<file path="config.mk">
export PLATFORM = sky130hd
export DESIGN_NAME = dmem_arbiter
export DESIGN_NICKNAME = d
export VERILOG_FILES = /design/src/rtl/dmem_arbiter.sv
export SDC_FILE = /design/constraint.sdc
export NUM_CORES = 1
export LEC_CHECK = 0
export ABC_CLOCK_PERIOD_IN_PS = 5150
export CAP_MARGIN = 10
export CORE_ASPECT_RATIO = 0.5
export CORE_MARGIN = 2
export CORE_UTILIZATION = 36
export CTS_CLUSTER_SIZE = 14
export DETAILED_ROUTE_END_ITERATION = 7
export GPL_TIMING_DRIVEN = 0
export PLACE_DENSITY = 0.71
export SLEW_MARGIN = 20
export SYNTH_ARGS = -nofsm -noshare
export SYNTH_HDL_FRONTEND = slang
export SYNTH_SLANG_ARGS = --single-unit
</file>
<file path="constraint.sdc">
create_clock -name clk -period 5.15 [get_ports clk]
set_clock_uncertainty 0.05 [all_clocks]
set_input_delay 1.03 -clock clk [delete_from_list [all_inputs] [get_ports clk]]
set_output_delay 1.03 -clock clk [all_outputs]
set_load 0.01 [all_outputs]
</file>
<file path="src/rtl/dmem_arbiter.sv">
// dmem_arbiter
//   Two-port arbiter in front of a single-ported data memory. The CPU load/store
//   port and the debug/loader port share one memory. The arbitration decision is
//   combinational on the current requests and is registered into the state. The
//   winning access then owns the memory for the following cycle.
//
//   Build option: ARB_ROUND_ROBIN_EN
//     defined   -> a contention tie goes to the requester that was not served last
//     undefined -> a contention tie always goes to the CPU (fixed priority)
//   In both builds a requester that has waited STARVE_MAX cycles is forced to win.
//
// Ports
//   clk, rst                                   clock; asynchronous active-low reset
//   cpu_req/we/addr/wdata                      CPU request (held until granted)
//   cpu_gnt, cpu_rvalid, cpu_rdata, cpu_stall  CPU grant, read return and stall
//   dbg_req/we/addr/wdata, dbg_lock            debug request; lock keeps bursts
//   dbg_gnt, dbg_rvalid, dbg_rdata             debug grant and read return
//   mem_wr_rd_en, mem_addr, mem_wdata          memory command (registered)
//   mem_rdata                                  memory combinational read data
module dmem_arbiter #(
  parameter int         DATA_W     = 32,
  parameter logic [3:0] STARVE_MAX = 4'd15
) (
  input  logic              clk,
  input  logic              rst,

  input  logic              cpu_req,
  input  logic              cpu_we,
  input  logic [DATA_W-1:0] cpu_addr,
  input  logic [DATA_W-1:0] cpu_wdata,
  output logic              cpu_gnt,
  output logic              cpu_rvalid,
  output logic [DATA_W-1:0] cpu_rdata,
  output logic              cpu_stall,

  input  logic              dbg_req,
  input  logic              dbg_we,
  input  logic [DATA_W-1:0] dbg_addr,
  input  logic [DATA_W-1:0] dbg_wdata,
  input  logic              dbg_lock,
  output logic              dbg_gnt,
  output logic              dbg_rvalid,
  output logic [DATA_W-1:0] dbg_rdata,

  output logic              mem_wr_rd_en,
  output logic [DATA_W-1:0] mem_addr,
  output logic [DATA_W-1:0] mem_wdata,
  input  logic [DATA_W-1:0] mem_rdata
);

  // State names the owner of the memory in the current cycle.
  typedef enum logic [1:0] {
    IDLE    = 2'd0,
    CPU_ACC = 2'd1,
    DBG_ACC = 2'd2
  } state_t;

  state_t     state, state_nxt;
  logic [3:0] cpu_wait, dbg_wait;
  logic       cpu_starved, dbg_starved;
  logic       tie_cpu_wins;

  assign cpu_starved = (cpu_wait == STARVE_MAX);
  assign dbg_starved = (dbg_wait == STARVE_MAX);

`ifdef ARB_ROUND_ROBIN_EN
  // Remembers who won the last grant; resets to DBG so the CPU wins the first tie.
  logic rr_last_dbg;

  always_ff @(posedge clk or negedge rst) begin
    if (!rst)                      rr_last_dbg <= 1'b1;
    else if (state_nxt == CPU_ACC) rr_last_dbg <= 1'b0;
    else if (state_nxt == DBG_ACC) rr_last_dbg <= 1'b1;
  end

  assign tie_cpu_wins = rr_last_dbg;
`else
  assign tie_cpu_wins = 1'b1;
`endif

  // State register
  always_ff @(posedge clk or negedge rst) begin
    if (!rst) state <= IDLE;
    else      state <= state_nxt;
  end

  // Next-state arbitration
  always_comb begin
    state_nxt = IDLE;
    if (cpu_req && dbg_req) begin
      if (state == DBG_ACC && dbg_lock)
        // A locked debug burst keeps the memory unless the CPU is starving.
        state_nxt = cpu_starved ? CPU_ACC : DBG_ACC;
      else if (cpu_starved && !dbg_starved)
        state_nxt = CPU_ACC;
      else if (dbg_starved && !cpu_starved)
        state_nxt = DBG_ACC;
      else
        state_nxt = tie_cpu_wins ? CPU_ACC : DBG_ACC;
    end else if (cpu_req) begin
      state_nxt = CPU_ACC;
    end else if (dbg_req) begin
      state_nxt = DBG_ACC;
    end
  end

  // Wait counters. They clear on the edge that issues the grant rather than
  // during the grant cycle. Otherwise a starved port would still show
  // STARVE_MAX at the next decision and win twice in a row.
  always_ff @(posedge clk or negedge rst) begin
    if (!rst)                                 cpu_wait <= 4'd0;
    else if (!cpu_req || state_nxt == CPU_ACC) cpu_wait <= 4'd0;
    else if (!cpu_starved)                    cpu_wait <= cpu_wait + 4'd1;
  end

  always_ff @(posedge clk or negedge rst) begin
    if (!rst)                                 dbg_wait <= 4'd0;
    else if (!dbg_req || state_nxt == DBG_ACC) dbg_wait <= 4'd0;
    else if (!dbg_starved)                    dbg_wait <= dbg_wait + 4'd1;
  end

  // Memory command. It is loaded from the winner on the decision edge. The
  // address and write data hold their values through IDLE cycles.
  always_ff @(posedge clk or negedge rst) begin
    if (!rst) begin
      mem_wr_rd_en <= 1'b0;
      mem_addr     <= '0;
      mem_wdata    <= '0;
    end else begin
      case (state_nxt)
        CPU_ACC: begin
          mem_wr_rd_en <= cpu_we;
          mem_addr     <= cpu_addr;
          mem_wdata    <= cpu_wdata;
        end
        DBG_ACC: begin
          mem_wr_rd_en <= dbg_we;
          mem_addr     <= dbg_addr;
          mem_wdata    <= dbg_wdata;
        end
        default: mem_wr_rd_en <= 1'b0;
      endcase
    end
  end

  // Grants are decoded from the registered owner, so each grant is one cycle
  // per access.
  assign cpu_gnt   = (state == CPU_ACC);
  assign dbg_gnt   = (state == DBG_ACC);
  assign cpu_stall = cpu_req && !cpu_gnt;

  // Read return. mem_rdata is captured at the end of the owner's read cycle,
  // and rvalid pulses in the cycle after that. The non-owner's rdata holds.
  logic cpu_rd_now, dbg_rd_now;
  assign cpu_rd_now = cpu_gnt && !mem_wr_rd_en;
  assign dbg_rd_now = dbg_gnt && !mem_wr_rd_en;

  always_ff @(posedge clk or negedge rst) begin
    if (!rst) begin
      cpu_rvalid <= 1'b0;
      dbg_rvalid <= 1'b0;
      cpu_rdata  <= '0;
      dbg_rdata  <= '0;
    end else begin
      cpu_rvalid <= cpu_rd_now;
      dbg_rvalid <= dbg_rd_now;
      if (cpu_rd_now) cpu_rdata <= mem_rdata;
      if (dbg_rd_now) dbg_rdata <= mem_rdata;
    end
  end

endmodule

</file>
==> qor.txt, run 1 <==
================================================================================
Placement-stage worst setup slack .................................     1.154 ns
Row count .........................................................           34
Count of maximum capacitance violations ...........................            0
Proportion of layout cells with a drive suffix above 1 ............       0.2661
Mean routed wirelength per cell ...................................     17.35 µm
Util after Layout .................................................       0.5957
Violation count after the first detailed-routing iteration ........          123
Overall die width .................................................     195.4 µm
Drt pass-1 iters ..................................................            4
RSZ-0062 raised after global routing ..............................        false
Fin cells .........................................................         1102
Sum of net half-perimeters after detailed placement ...............     14350 µm
TritonCTS buffer count ............................................           17
Die Y-Extent ......................................................     99.71 µm
Post-CTS repair timing setup buffer count .........................            0
Full die area .....................................................  0.01948 mm²
Startpoint class of the critical path .............................    input pin
Clock root buffer master .......................................... sky130_fd_sc_hd__clkbuf_16
Routability Congestion ............................................       0.8131
Final Routed Wirelength ...........................................     19120 µm
Post-synth cell types .............................................           33
Final clock period utilization by the worst path ..................       0.7762
Sequential element share of the synthesized area ..................       0.5350
Max Fanout on Critical Path .......................................           10
Area share of the leading cell type in the synthesized netlist ....       0.5350
Max-slew violation total from the final report ....................            0
Top cell types by occurrence after synthesis ...................... sky130_fd_sc_hd__dfrtp_1, sky130_fd_sc_hd__mux2_2, sky130_fd_sc_hd__inv_1, sky130_fd_sc_hd__o22ai_1, sky130_fd_sc_hd__a21oi_2
Sum of overflow across all layers after global routing ............            0
Leading cell type by number of instances after synthesis .......... sky130_fd_sc_hd__dfrtp_1
Final nets ........................................................         1024
Syn Area/Cell .....................................................    12.28 µm²
Mapped Nets .......................................................          706
Post-Synthesis Cells ..............................................          537
Worst Tran Pin Value ..............................................    0.6248 ns
Data required, critical path ......................................      4.07 ns
Post-cts resize count .............................................            0
Layout fillers ....................................................         1483
PnR worst setup slack .............................................     1.153 ns
Post-route DRC ....................................................            0
GR Util met1 ......................................................       0.2427
Initial Util ......................................................       0.3736
GR peak layer .....................................................         met2
Core Footprint ....................................................  0.01765 mm²
Worst setup path class ............................................       in2out
Most frequently used flop master after synthesis .................. sky130_fd_sc_hd__dfrtp_1
H-Tree Depth ......................................................            4
Post-synth top area cell .......................................... sky130_fd_sc_hd__dfrtp_1
Number of buffers inserted by port buffering ......................          298
Met2 layer usage reported by global route .........................       0.3486
Number of placed cells counting well taps .........................         1070
Post-CTS Hold Fix Bufs ............................................            0
Ports placed on the boundary ......................................          301
CTS sink count ....................................................          141
Overall power consumption .........................................      3583 µW
Number of enable flip-flop cells after synthesis ..................            0
First-pass GRT wire length ........................................     30270 µm
Per-cell via count in the routed design ...........................        4.908
Global Route Usage Sum ............................................       0.1985
Worst voltage drop across the vdd grid ............................    0.2421 mV
Clock network latency to the later pin of the worst-skew pair .....      0.41 ns
Clock tree from TritonCTS .........................................         done
Clock transition at the registers of the reported paths ...........      0.06 ns
Synthesized area .................................................. 0.006595 mm²
Power density over the cells ...................................... 340.7 mW/mm²
Setup slack on the worst flop-to-flop path ........................      3.19 ns
Sequential standard cell area ..................................... 0.003528 mm²
Total of warnings raised by yosys .................................            0
Number of synthesized register bits ...............................          141
Share of flip-flops with an asynchronous set or reset .............        1.000
Number of antenna violations at the first check in global routing .            0
Biggest area contributors in the synthesized netlist .............. sky130_fd_sc_hd__dfrtp_1, sky130_fd_sc_hd__mux2_2, sky130_fd_sc_hd__o22ai_1
Post-synthesis to final-layout area growth ........................       59.48%
Tightest slew margin relative to the limit ........................       0.5835
Max Clk Rate ......................................................    250.2 MHz
Hold Path Class ...................................................      reg2reg
Total vias in the final route .....................................         5409
Final Hold Violating Endpoints ....................................            0
Leak ..............................................................  0.004408 µW
Routed Antenna Nets ...............................................            0
Clock tree buffer depth ...........................................            2
Met3 global-route usage ...........................................      0.03493
Footprint of the multi-input gates ................................ 0.002554 mm²
Largest net degree at the start of global routing .................           83
Critical path data arrival time ...................................      2.92 ns
Final setup fails .................................................            0
Via count of the first global-routing pass ........................         5653
Result of the run ................................................. finished, final reports clean
Setup crit end kind ...............................................  output port
Post-route minimum period .........................................     3.997 ns
Antenna diodes ....................................................            0
================================================================================
-- cell families after synthesis --
group | synth area share
muxes | 0.2201
AOI/OAI and AO/OA | 0.1419
adders and majority gates | 0.003794
xor gates and xnor gates | 0.003985
DFF | 0.5350
buffers and inverters | 0.07778
and+or+nand+nor | 0.01746
-- final timing paths --
check,cells after the start,start,to
worst max-delay path,5,cpu_req,cpu_stall
worst min-delay path,1,cpu_wait[0]$_DFFE_PN0P_,cpu_wait[0]$_DFFE_PN0P_
worst max register to register,8,dbg_wait[0]$_DFFE_PN0P_,mem_wdata[2]$_DFFE_PN0P_
worst min register to register,1,cpu_wait[0]$_DFFE_PN0P_,cpu_wait[0]$_DFFE_PN0P_
max in group asynchronous,2,rst,mem_addr[28]$_DFFE_PN0P_
min in group asynchronous,1,rst,cpu_rdata[6]$_DFFE_PN0P_
-- critical path, cell delays in order --
cell and delay (ns):
sky130_fd_sc_hd__clkbuf_1 0.30, sky130_fd_sc_hd__clkbuf_1 0.42, sky130_fd_sc_hd__buf_1 0.42, sky130_fd_sc_hd__and2_1 0.21, sky130_fd_sc_hd__clkdlybuf4s50_1 0.53
-- routing by layer --
metal | part of all wire | vias to the layer above | routed length (µm)
met5 | 0 | - | 0
met4 | 0.032 | 0 | 613
met3 | 0.036 | 39 | 686
met2 | 0.51 | 145 | 9840
met1 | 0.42 | 2692 | 7982
li1 | - | 2533 | -
-- layout make-up --
class / count / area share
Sequential cell: 141 / 0.3355
Timing Repair Buffer: 299 / 0.2867
Multi-Input combinational cell: 292 / 0.2428
Clock buffer: 18 / 0.04080
Tap cell: 234 / 0.02784
Buffer: 38 / 0.02522
Inverter: 66 / 0.02355
Clock inverter: 14 / 0.01761
-- through the flow --
| stage | hold WS, ns | TNS, ns | cell area [µm²] |
|---|---|---|---|
| 5_1_grt | 0.4550 | 0 | 10520 |
| 4_1_cts | 0.4185 | 0 | 10520 |
| 6_report | 0.4246 | 0 | 10520 |
| 2_1_floorplan | 0.3831 | 0 | 6595 |
| 3_3_place_gp | 0.3966 | -403.01 | 9871 |
| 3_5_place_dp | 0.4107 | 0 | 9903 |
-- power breakdown --
part           internal [µW]  leakage [µW]  total, µW  switching [µW]
Sequential              1280       0.00165       1360            87.6
Clock                    775      0.000295       1280             510
Combinational            583       0.00246        934             351
-- placed cells by master (no fill, tap or decap), drive strengths merged, types with 3 or more instances in the layout --
cell / count
clkinv: 4
a21oi: 64
inv: 71
dfrtp: 141
mux2: 128
nand3: 4
nor2: 10
clkbuf: 27
o22ai: 64
buf: 31
clkdlybuf4s50: 297
bufinv: 3
-- registers in the layout, indices dropped and copies added (netlist names) --
name,flops
cpu_wait,4
mem_wr_rd_en,1
dbg_rvalid,1
state,2
dbg_rdata,32
cpu_rdata,32
cpu_rvalid,1
mem_wdata,32
mem_addr,32
dbg_wait,4
Power figures use the tool's default switching activity.
==> inputs of run 2 (changes only) <==
ABC_CLOCK_PERIOD_IN_PS = 3500   (was 5150)
PLACE_DENSITY = 0.74   (was 0.71)
clock period = 3.5 ns   (was 5.15 ns; I/O delays follow)
==> qor.txt, run 2 (same netlist as run 1, synthesis figures left out) <==
================================================================================
PnR worst setup slack .............................................    0.2226 ns   -0.9302 ns
Proportion of layout cells with a drive suffix above 1 ............       0.2673   +0.001152
Sum of net half-perimeters after detailed placement ...............     14480 µm   +0.97%
Clock tree from TritonCTS .........................................         done
Result of the run ................................................. finished, final reports clean
Post-CTS Hold Fix Bufs ............................................            0   unchanged
Full die area .....................................................  0.01948 mm²   unchanged
Number of buffers inserted by port buffering ......................          298   unchanged
Max-slew violation total from the final report ....................            0   unchanged
Count of maximum capacitance violations ...........................            0   unchanged
Via count of the first global-routing pass ........................         5757   +1.8%
CTS sink count ....................................................          141   unchanged
Tightest slew margin relative to the limit ........................       0.5947   +0.01122
Post-route DRC ....................................................            0   unchanged
Worst voltage drop across the vdd grid ............................    0.3323 mV   +37%
RSZ-0062 raised after global routing ..............................        false
Clock root buffer master .......................................... sky130_fd_sc_hd__clkbuf_16
Clock tree buffer depth ...........................................            2   unchanged
Post-cts resize count .............................................            0   unchanged
Final Hold Violating Endpoints ....................................            0   unchanged
Total vias in the final route .....................................         5368   -0.76%
Critical path data arrival time ...................................      2.53 ns   -0.39 ns
Worst setup path class ............................................       in2out
Worst hold margin .................................................    0.1237 ns   -0.3010 ns
Final nets ........................................................         1024   unchanged
Buffers and inverters on the worst path ...........................            4   unchanged
Placement-stage worst setup slack .................................    0.2468 ns   -0.9067 ns
Area of all placed cells without fillers ..........................  0.01048 mm²   -0.37%
Placed cell area .................................................. 0.009903 mm²   unchanged
Slowest stage cell on the critical path ........................... sky130_fd_sc_hd__clkdlybuf4s50_1
Final setup fails .................................................            0   unchanged
Layout fillers ....................................................         1470   -0.88%
Setup crit end kind ...............................................  output port
Most common cell after layout, fill and taps aside ................ sky130_fd_sc_hd__clkdlybuf4s50_1
Row count .........................................................           34   unchanged
Mean routed wirelength per cell ...................................     17.46 µm   +0.64%
Sum of overflow across all layers after global routing ............            0   unchanged
Worst Tran Pin Value ..............................................    0.6080 ns   -0.01683 ns
Routability Congestion ............................................       0.7966   -2.0%
Post-route minimum period .........................................     3.277 ns
Drt pass-1 iters ..................................................            4   unchanged
Die Y-Extent ......................................................     99.71 µm   unchanged
H-Tree Depth ......................................................            4   unchanged
Final clock period utilization by the worst path ..................       0.9364
Overall die width .................................................     195.4 µm   unchanged
Number of antenna violations at the first check in global routing .            0   unchanged
Max Clk Rate ......................................................    305.1 MHz
Number of placed cells counting well taps .........................         1070   unchanged
Startpoint class of the critical path .............................    input pin
Initial Util ......................................................       0.3736   unchanged
Violation count after the first detailed-routing iteration ........          159   +29%
Ports placed on the boundary ......................................          301   unchanged
Most frequent cells in the layout ................................. sky130_fd_sc_hd__clkdlybuf4s50_1, sky130_fd_sc_hd__dfrtp_1, sky130_fd_sc_hd__mux2_2
Max Fanout on Critical Path .......................................           10   unchanged
CP Depth ..........................................................            5   unchanged
Power density over the cells ...................................... 491.8 mW/mm²   +44%
Final Routed Wirelength ...........................................     19250 µm   +0.64%
Data required, critical path ......................................      2.75 ns   -1.32 ns
Antenna diodes ....................................................            0   unchanged
Routed Antenna Nets ...............................................            0   unchanged
First-pass GRT wire length ........................................     30640 µm   +1.2%
Core Footprint ....................................................  0.01765 mm²   unchanged
Per-cell via count in the routed design ...........................        4.871   -0.76%
Crit path largest cell delay ......................................      0.53 ns   about the same
TritonCTS buffer count ............................................           17   unchanged
Util after Layout .................................................       0.5936   -0.002197
Post-synthesis to final-layout area growth ........................       58.89%
Cell repeated most along the worst path ........................... sky130_fd_sc_hd__clkbuf_1
Number of cells traversed by the worst register-to-register path ..            4   -4
Post-CTS repair timing setup buffer count .........................            0   unchanged
Clock network latency to the later pin of the worst-skew pair .....      0.41 ns   about the same
Fin cells .........................................................         1102   unchanged
Leak ..............................................................  0.004388 µW   -0.46%
Hold Path Class ...................................................     in2async
Clock transition at the registers of the reported paths ...........      0.07 ns   about the same
Largest net degree at the start of global routing .................           96   +16%
Global Route Usage Sum ............................................       0.2003   +0.001845
Crit-path cells ................................................... clkbuf_1 -> clkbuf_1 -> buf_1 -> and2_1 -> clkdlybuf4s50_1
Crit path max-delay family ........................................ buffers and inverters
================================================================================
-- run 2: where the power goes --
group          internal [µW]  leakage, µW  switching (µW)
registers               1880      0.00165             133
clock network           1000     0.000275             763
logic                    858      0.00246             521
-- run 2: metrics by stage --
| stage | setup TNS (ns) | total power [µW] |
|---|---|---|
| final | 0 | 5153 |
| after global routing | 0 | 5409 |
| after CTS | 0 | 5223 |
| after detailed placement | 0 | 3431 |
| after global placement | -562.99 | 3389 |
| after floorplan | 0 | 2568 |
-- run 2: final timing paths --
kind / startpoint / to / slack [ns]
setup / recovery: cpu_req / cpu_stall / 0.22
max in group asynchronous: rst / mem_addr[14]$_DFFE_PN0P_ / 2.49
hold reg to reg: cpu_wait[0]$_DFFE_PN0P_ / cpu_wait[0]$_DFFE_PN0P_ / 0.42
hold / removal: rst / dbg_rdata[6]$_DFFE_PN0P_ / 0.12
min in group clk: cpu_wait[0]$_DFFE_PN0P_ / cpu_wait[0]$_DFFE_PN0P_ / 0.42
setup reg to reg: state[1]$_DFF_PN0_ / cpu_rdata[20]$_DFFE_PN0P_ / 1.51
-- run 2: routing by layer --
layer / share of wire / global-route usage
met5: 0 / 0
met2: 0.52 / 0.3637
met3: 0.040 / 0.03730
met4: 0.017 / 0.06107
met1: 0.42 / 0.2445
-- run 2: worst reg2reg max path: cells and delay by family (launching register included) --
| family | cells | cell delay [ns] |
|---|---|---|
| buffers and inverters | 1 | 0.39 |
| DFF | 1 | 0.38 |
| and+or+nand+nor | 2 | 0.67 |
| muxes | 1 | 0.38 |
-- run 2: area by class of cell --
| type | instances | area (µm²) | area share |
|---|---|---|---|
| clock buffer | 17 | 425.4 | 0.04060 |
| clock inverter | 15 | 150.1 | 0.01433 |
| sequential | 141 | 3528 | 0.3367 |
| buffer | 38 | 265.3 | 0.02531 |
| timing repair buffer | 299 | 3015 | 0.2878 |
| inverter | 66 | 247.7 | 0.02364 |
| multi-input combinational | 292 | 2554 | 0.2437 |
| tap | 234 | 292.8 | 0.02794 |
==> inputs of run 3 (changes only) <==
REMOVE_ABC_BUFFERS = 1   (was unset)
==> qor.txt, run 3 (same netlist as run 1, synthesis figures left out) <==
================================================================================
Max Clk Rate ......................................................    335.5 MHz   +10%
Placement-stage worst setup slack .................................    0.1720 ns   -0.07478 ns
RSZ-0062 raised after global routing ..............................        false
Final Routed Wirelength ...........................................     18850 µm   -2.1%
Final clock period utilization by the worst path ..................       0.8516   -0.08483
Violation count after the first detailed-routing iteration ........          149   -6.3%
Number of buffers inserted by port buffering ......................          300   +0.67%
Via count of the first global-routing pass ........................         5574   -3.2%
Final nets ........................................................          995   -2.8%
Final setup fails .................................................            0   unchanged
Initial Util ......................................................       0.3736   unchanged
Row count .........................................................           34   unchanged
Proportion of total power due to net switching ....................       0.2673   -0.007601
Clock tree from TritonCTS .........................................         done
Drt pass-1 iters ..................................................            4   unchanged
Clock transition at the registers of the reported paths ...........      0.06 ns   about the same
Final Hold Violating Endpoints ....................................            0   unchanged
Core Footprint ....................................................  0.01765 mm²   unchanged
Internal power ....................................................      3799 µW   +1.7%
Post-synthesis to final-layout area growth ........................       58.15%
Proportion of layout cells with a drive suffix above 1 ............       0.2551   -0.01222
Most frequent cells in the layout ................................. sky130_fd_sc_hd__clkdlybuf4s50_1, sky130_fd_sc_hd__dfrtp_1, sky130_fd_sc_hd__mux2_2
CTS sink count ....................................................          141   unchanged
Met3 global-route usage ...........................................      0.04544   +0.008138
Antenna diodes ....................................................            0   unchanged
Post-cts resize count .............................................            0   unchanged
Worst setup path class ............................................      reg2reg
Combinational cell fraction of total power ........................        0.265   -0.002
GR peak layer .....................................................         met2
Largest net degree at the start of global routing .................           78   -19%
Setup crit end kind ...............................................    flip-flop
Data required, critical path ......................................      3.70 ns   +0.95 ns
Clock tree buffer depth ...........................................            2   unchanged
Fin cells .........................................................         1073   -2.6%
Max Fanout on Critical Path .......................................           66   +56
Routed Antenna Nets ...............................................            0   unchanged
Worst Tran Pin Value ..............................................     1.071 ns   +0.4632 ns
Startpoint class of the critical path .............................    flip-flop
Post-route DRC ....................................................            0   unchanged
Psw ...............................................................      1386 µW   -2.2%
Worst voltage drop across the vdd grid ............................    0.3249 mV   -2.2%
Post-CTS repair timing setup buffer count .........................            0   unchanged
Post-CTS Hold Fix Bufs ............................................            0   unchanged
Mean routed wirelength per cell ...................................     17.56 µm   +0.57%
Sum of overflow across all layers after global routing ............            0   unchanged
Result of the run ................................................. finished, final reports clean
Ports placed on the boundary ......................................          301   unchanged
Area of all placed cells without fillers ..........................  0.01043 mm²   -0.47%
Global Route Usage Sum ............................................       0.1954   -0.004881
Number of placed cells counting well taps .........................         1041   -2.7%
TritonCTS buffer count ............................................           17   unchanged
Worst hold margin .................................................    0.2213 ns   +0.09767 ns
Power density over the cells ...................................... 497.1 mW/mm²   +1.1%
Max-slew violation total from the final report ....................            0   unchanged
Overall power consumption .........................................      5185 µW   +0.62%
GR Util met1 ......................................................       0.2298   -0.01472
PnR worst setup slack .............................................    0.5195 ns   +0.2969 ns
H-Tree Depth ......................................................            4   unchanged
Critical path data arrival time ...................................      3.18 ns   +0.65 ns
Sum of net half-perimeters after detailed placement ...............     13400 µm   -7.5%
Hold Path Class ...................................................     in2async
Per-cell via count in the routed design ...........................        4.910   +0.79%
Portion of total power attributed to the clock network ............        0.348   +0.006
Total vias in the final route .....................................         5268   -1.9%
First-pass GRT wire length ........................................     29800 µm   -2.7%
Number of antenna violations at the first check in global routing .            0   unchanged
Most common cell after layout, fill and taps aside ................ sky130_fd_sc_hd__clkdlybuf4s50_1
Clock root buffer master .......................................... sky130_fd_sc_hd__clkbuf_16
Clock network latency to the later pin of the worst-skew pair .....      0.41 ns   about the same
Post-route minimum period .........................................     2.981 ns   -0.2969 ns
Sequential cell fraction of total power ...........................        0.387   -0.003
Leak ..............................................................  0.004327 µW   -1.4%
Die Y-Extent ......................................................     99.71 µm   unchanged
Met2 layer usage reported by global route .........................       0.3489   -0.01484
Routability Congestion ............................................       0.7482   -6.1%
Tightest slew margin relative to the limit ........................       0.2859   -0.3088
Count of maximum capacitance violations ...........................            0   unchanged
Overall die width .................................................     195.4 µm   unchanged
Full die area .....................................................  0.01948 mm²   unchanged
Placed cell area .................................................. 0.009841 mm²   -0.63%
================================================================================
-- run 3: changes by cell type in the layout (fill, tap and decap cells not counted), sizes merged --
cell,delta
buf,-20
clkbuf,-8
inv,-3
bufinv,+1
clkinv,+1
-- run 3: critical path: stages, from the launching register on --
cell                       delay, ns
sky130_fd_sc_hd__dfrtp_1        0.42
sky130_fd_sc_hd__ha_1           0.25
sky130_fd_sc_hd__and3_1         0.28
sky130_fd_sc_hd__o211ai_4       0.48
sky130_fd_sc_hd__buf_16         0.23
sky130_fd_sc_hd__and2_4         0.87
sky130_fd_sc_hd__a21oi_1        0.19
-- run 3: stage by stage --
step,util,TNS [ns]
2_1_floorplan,-,0
3_3_place_gp,0.5452,-812.76
3_5_place_dp,0.5574,0
4_1_cts,0.5908,0
5_1_grt,0.5908,0
6_report,0.5908,0
-- run 3: path summary, 6_finish.rpt --
path	start	to	slack, ns	cells past startpoint
hold / removal	rst	cpu_rdata[10]$_DFFE_PN0P_	0.22	1
setup / recovery	dbg_wait[0]$_DFFE_PN0P_	mem_wdata[24]$_DFFE_PN0P_	0.52	6
min in group clk	cpu_wait[0]$_DFFE_PN0P_	cpu_wait[0]$_DFFE_PN0P_	0.43	1
setup reg to reg	dbg_wait[0]$_DFFE_PN0P_	mem_wdata[24]$_DFFE_PN0P_	0.52	6
hold reg to reg	cpu_wait[0]$_DFFE_PN0P_	cpu_wait[0]$_DFFE_PN0P_	0.43	1
max in group asynchronous	rst	mem_wdata[21]$_DFFE_PN0P_	2.42	2
-- run 3: area by class of cell --
class	instances	area (µm²)
tap	234	292.8
clock buffer	18	429.2
clock inverter	14	160.2
timing repair buffer	308	3203
inverter	66	247.7
multi-input combinational	292	2569
sequential	141	3528
fill	1503	7224
-- run 3: layer usage --
| metal | share of wire | vias to the layer above | wire length, µm |
|---|---|---|---|
| li1 | - | 2474 | - |
| met1 | 0.40 | 2622 | 7544 |
| met2 | 0.53 | 133 | 9916 |
| met3 | 0.044 | 39 | 830 |
| met4 | 0.029 | 0 | 554 |
| met5 | 0 | - | 0 |
-- run 3: power by group through the flow --
stage	combinational [µW]	clock (µW)	sequential (µW)
3_3_place_gp	1350	0	2020
5_1_grt	1460	1930	2040
3_5_place_dp	1390	0	2040
2_1_floorplan	384	0	2140
6_report	1370	1810	2000
4_1_cts	1390	1860	2010
